===== config.mk =====
export PLATFORM = sky130hd
export DESIGN_NAME = multi_div
export DESIGN_NICKNAME = d
export VERILOG_FILES = /design/src/rtl/multi_div.sv
export SDC_FILE = /design/constraint.sdc
export NUM_CORES = 1
export LEC_CHECK = 0
export ABC_CLOCK_PERIOD_IN_PS = 4500
export CORE_UTILIZATION = 60
export DETAILED_ROUTE_END_ITERATION = 10
export PLACE_DENSITY = 0.78
export SYNTH_ARGS = -nofsm -noshare
export SYNTH_HDL_FRONTEND = slang
export SYNTH_SLANG_ARGS = --single-unit

===== constraint.sdc =====
create_clock -name sys_clk -period 4.5 [get_ports sys_clk]
set_clock_uncertainty 0.1 [all_clocks]
set_input_delay 0.45 -clock sys_clk [delete_from_list [all_inputs] [get_ports sys_clk]]
set_output_delay 0.45 -clock sys_clk [all_outputs]
set_load 0.02 [all_outputs]

===== src/rtl/multi_div.sv =====
// multi_div: N_CH independent clock dividers with tick/square outputs and shadowed, wrap-synchronous reconfiguration
module multi_div #(
  parameter int N_CH = 4,
  parameter int W = 16,
  parameter int DEF_DIV = 7,
  localparam int CW = (N_CH > 1) ? $clog2(N_CH) : 1
) (
  input  logic            sys_clk,
  input  logic            sys_rst_n,
  input  logic [N_CH-1:0] en,
  input  logic            cfg_we,
  input  logic [CW-1:0]   cfg_ch,
  input  logic [W-1:0]    cfg_div,
  input  logic            cfg_mode,
  input  logic            sync_all,
  output logic [N_CH-1:0] tick,
  output logic [N_CH-1:0] clk_out,
  output logic [N_CH-1:0] cfg_pending
);
  for (genvar g = 0; g < N_CH; g++) begin : g_ch
    logic [W-1:0] r_cnt, r_div, r_sdiv;
    logic r_mode, r_smode, r_pend, r_tick, r_clk;
    logic w_we, w_run, w_wrap, w_apply;
    logic [W-1:0] w_ndiv;
    logic w_nmode;
    assign w_we = cfg_we && cfg_ch == CW'(g);
    assign w_run = en[g] && r_div != '0;
    assign w_wrap = w_run && r_cnt == r_div - W'(1);
    // idle channels and sync_all adopt pending config immediately; a same-edge write takes priority
    assign w_apply = w_wrap || !w_run || sync_all;
    assign w_ndiv = w_we ? cfg_div : r_sdiv;
    assign w_nmode = w_we ? cfg_mode : r_smode;
    always_ff @(posedge sys_clk or negedge sys_rst_n) begin
      if (!sys_rst_n) begin
        r_cnt <= '0;
        r_div <= W'(DEF_DIV);
        r_sdiv <= W'(DEF_DIV);
        r_mode <= 1'b0;
        r_smode <= 1'b0;
        r_pend <= 1'b0;
        r_tick <= 1'b0;
        r_clk <= 1'b0;
      end else begin
        r_tick <= w_wrap && !sync_all;
        r_clk <= w_run && !sync_all && (r_mode ? r_cnt < (r_div >> 1) : w_wrap);
        r_cnt <= (w_run && !w_wrap && !sync_all) ? r_cnt + W'(1) : '0;
        if (w_apply) begin
          r_div <= w_ndiv;
          r_mode <= w_nmode;
          r_sdiv <= w_ndiv;
          r_smode <= w_nmode;
          r_pend <= 1'b0;
        end else if (w_we) begin
          r_sdiv <= cfg_div;
          r_smode <= cfg_mode;
          r_pend <= 1'b1;
        end
      end
    end
    assign tick[g] = r_tick;
    assign clk_out[g] = r_clk;
    assign cfg_pending[g] = r_pend;
  end
endmodule


# Word level (Yosys, flattened, before mapping)
# Index checks and enable logic that the tools add are counted.
[word_totals]
register_bits = 212
latchBits = 0
ramBits = 0
romBits = 0
input_bits = 27
out_inout_bits = 12
word_cells = 133
memories = 0
[classes]
add_sub_neg = 8
n_mul = 0
div = 0
n_lt_le_gt_ge = 4
eq_ne = 7
shift = 0
n_mux = 24
bitwise = 0
n_reduce_logical = 58
[ops]
columns = ["cell", "n"]
rows = [
  ["$mux 16", 8],
  ["$add 16x1->16 const B", 4],
  ["$eq 16x16->1", 4],
  ["$lt 16x15->1", 4],
  ["$reduce_bool 16->1", 4],
  ["$sub 16x1->16 const B", 4],
  ["$logic_and 1x1->1", 32],
  ["$mux 1", 16],
  ["$logic_not 1->1", 9],
  ["$logic_or 1x1->1", 8],
  ["$reduce_bool 2->1", 4],
  ["$eq 2x2->1 const B", 2],
  ["$eq 2x1->1 const B", 1],
  ["$logic_not 2->1", 1],
]

# Longest topological paths before layout
[depth]
depth_word = 7
mapped_depth = 13
mapped_depth_nobuf = 10

# Worst setup path before layout
# Ideal clock, no wire load.
[synth_path]
path_type = "register to register"
startpoint = "reg g_ch[2].r_div[0]"
endpoint = "reg g_ch[2].r_div[5]"
setup_time_ns = 0.127
arrival_ns = 3.121
t_required_ns = 4.273
slack_ns = 1.151
path_stages_with_launch = 12
n_path_buf = 2
period_less_slack_ns = 3.349
path_cell_list = "dfstp_2 > inv_1 > ha_1 > or3b_2 > or3_1 > xnor2_1 > or4_1 > a2111o_1 > nand2b_1 > buf_4 > buf_6 > mux2_1"
[synth_via]
elab_chain_len = 5
elab_cells_between_ends = 8
cone_classes = "add/sub (1); eq/ne (1); reduce/logical (6)"
[synth_lines]
columns = ["item", "line_no", "rtl"]
rows = [
  ["from (decl)", "21", "logic [W-1:0] r_cnt, r_div, r_sdiv;"],
  ["from (signal assigned)", "36", "r_div <= W'(DEF_DIV);"],
  ["from (signal assigned)", "48", "r_div <= w_ndiv;"],
  ["$sub 16x1->16 or $reduce_bool 16->1 (tied branches)", "28, 27", ""],
  ["$eq 16x16->1 or $logic_and 1x1->1 (tied branches)", "28, 27", ""],
  ["$logic_and 1x1->1 or $logic_not 1->1 (tied branches)", "28, 30", ""],
  ["$logic_or 1x1->1 * (2 in a row)", "30", "assign w_apply = w_wrap || !w_run || sync_all;"],
]
# Mark *: on every way between the ends. The rest lies on a longest branch, timed or not.
# A chain may end at the register's enable or synchronous reset.

# Worst setup path after layout
[layout_path]
startpoint = "reg g_ch[2].r_div[8]"
endpoint = "reg g_ch[2].r_div[11]"
# The elaborated chain is that of the path after synthesis.

==> results.txt <==
RSZ-0062 raised after global routing = no
Critical-path top delay cell = or4_1
Slew HR = 30.6%
Antenna Cells = 0
Max-slew violation count = 0
Initial drt markers = 406
Routed met1 length = 12,400 um
Routed Wire Length = 26,100 um
Synthesized cell area = 12,300 sq um
Setup crit start kind = register
Total CTS buffers = 23
Clock insertion delay at the later pin of the skew report = 0.51 ns
WL met2 = 12,100 um
Most frequent cells in the layout = dfrtp_1, mux2_2, nor2_1, inv_1, xnor2_1
Post-route ant nets = 0
Clock root buffer = clkbuf_16
Met3 WL post-DR = 927 um
Core area = 19,800 sq um
Syn_nets = 1,248
Fin nets = 1,273
Worst-path fanout max = 14
Setup TNS = 0 ns
Die Height = 145 um
FF+latch area = 5340 sq um
Initial antenna violation count = 0
Status = finished, final reports clean
Critical Path End Type = register
Total power = 5.44 mW
IO buf count = 38
Area after DPL = 12,800 sq um
Tightest Hold Check Type = in -> async
Fin. Hold Viols = 0
CP required = 4.79 ns
Slowest stage delay, CP = 0.60 ns
Commonest non-fill, non-tap cell in the layout = dfrtp_1
Synth unique cells = 73
Setup CP Type = reg -> reg
Achievable frequency = 257 MHz
Via/cell ratio = 5.80
Crit-path most repeated cell = or4_1
DRC = 0
Multi-input gate area = 6350 sq um
Grt total ovfl = 0
Synth warn = 0
TritonCTS clock tree = yes
HPWL Detailed = 18,400 um
Fin crit period = 3.88 ns
Htree depth = 1
I/O pin total = 39
Pleak = 5.95 nW
Number of synthesized register bits = 212
# setup viols final = 0
Sink Count = 212
Post-synth top flop = dfrtp_1
First-pass GRT wire length = 44,000 um
Fillers = 1,513
Syn avg cell area = 10.7 sq um
Cell taking the most area after synthesis = dfrtp_1
Worst Tran Pin Value = 1.04 ns
Chip Width = 145 um
Site row count = 51
Post-synth ARST share = 100%
Resize count post-CTS = 0
Number of flops mapped to enable cells by yosys = 0
CP Cell Sequence = or4_1 > nor4_1 > a41o_1 > o21ai_1 > or4_1 > a2111o_1 > nand2b_1 > buf_12 > mux2_2
Post-CTS Setup Repair Bufs = 0
Pin count of the biggest net entering global routing = 100
Share of the synthesized area in the top cell type = 38.3%
Maxcap violations = 0
Router iterations before antenna repair = 5
Area grow syn2layout = 10.3%
Clock-pin slew on the worst setup and hold paths = 0.06 ns
Placer Congestion = 0.895
CP arrival = 4.18 ns
Maximum VDD drop = 311 uV
Final period utilization = 86.3%
Layout cells sized above 1 = 17.9%
Seq/Total Area, Yosys = 43.4%
Max layer used = met4
PwrDens = 401 nW/um^2
Number of global-route vias before repair = 8,304
GRT Overall Usage = 25.8%
DR WL/cell = 17.9 um
Die area = 21,100 sq um
Cells after synthesis = 1,153
Largest cells by area after synthesis = dfrtp_1, mux2_2, ha_1
Fin area = 13,600 sq um
Hold buffers post-CTS = 1
CTS max path bufs = 3
Total number of vias = 8,473
Initial Util = 62.2%
-- path summary, 6_finish.rpt --
check / startpoint / endpoint / slack [ns] / cells after the start
worst max-delay path: g_ch[2].r_div[8] / g_ch[2].r_div[11] / 0.62 / 9
worst min-delay path: sys_rst_n / g_ch[2].r_cnt[10] / 0.37 / 2
worst max register to register: g_ch[2].r_div[8] / g_ch[2].r_div[11] / 0.62 / 9
worst min register to register: g_ch[3].r_sdiv[7] / g_ch[3].r_sdiv[7] / 0.39 / 1
max in group asynchronous: sys_rst_n / g_ch[1].r_sdiv[8] / 2.91 / 3
min in group sys_clk: g_ch[3].r_sdiv[7] / g_ch[3].r_sdiv[7] / 0.39 / 1
-- cell type report --
| class | count | area share, % |
|---|---|---|
| clock buffers | 30 | 4.66 |
| flip-flops and latches | 212 | 39.3 |
| repair buffers | 49 | 3.65 |
| well taps | 265 | 2.44 |
| multi-input cells | 809 | 46.8 |
| inverters | 83 | 2.30 |
| clock inverters | 12 | 0.793 |
-- logic make-up after synthesis --
| group | share of synthesized area (%) |
|---|---|
| muxes | 13.6 |
| DFF | 43.4 |
| xor gates and xnor gates | 9.19 |
| adders and majority gates | 6.92 |
| AOI/OAI and AO/OA | 7.07 |
| and+or+nand+nor | 14.8 |
| buffers and inverters | 5.00 |
-- metal layers --
layer | global-route usage, % | vias up
met5 | 0 | -
met4 | 6.58 | 0
met3 | 3.08 | 46
met2 | 41.5 | 147
met1 | 37.1 | 4196
li1 | - | 4084
-- metrics by stage --
step	std cells	util (%)	hold WS, ns	setup WS (ns)
after floorplan	1153	-	0.0544	1.15
after global placement	1417	64.8	0.321	0.802
after detailed placement	1417	64.8	0.328	0.705
after CTS	1460	68.6	0.387	0.670
after global routing	1460	68.6	0.403	0.381
final	1460	68.6	0.373	0.616
-- power breakdown --
group | internal, mW | switching, mW
clock network | 1.06 | 0.779
logic | 0.555 | 0.553
registers | 2.20 | 0.292
total | 3.81 | 1.62
-- cell usage after synthesis (all sizes together) (24+ instances only) --
library cell  instances
mux2                137
nand3                42
nand2                45
buf                  30
xor2                 55
dfstp                24
inv                  82
dfrtp               188
nor2                102
xnor2                74
o21ai                30
ha                   68
-- registers in the layout, indices dropped and copies added, names as in the netlist --
name	cells
g_ch.r_pend	4
g_ch.r_cnt	64
g_ch.r_clk	4
g_ch.r_smode	4
g_ch.r_mode	4
g_ch.r_tick	4
g_ch.r_div	64
g_ch.r_sdiv	64
-- worst max-delay path, delay by kind of cell, from the launching register on --
family,cells,cell delay (ns)
buffers and inverters,1,0.22
flip-flops,1,0.45
multiplexers,1,0.35
AO/OA/AOI/OAI,3,0.73
AND/OR/NAND/NOR,4,1.91
Note: power is estimated with default switching activity, not from simulation.
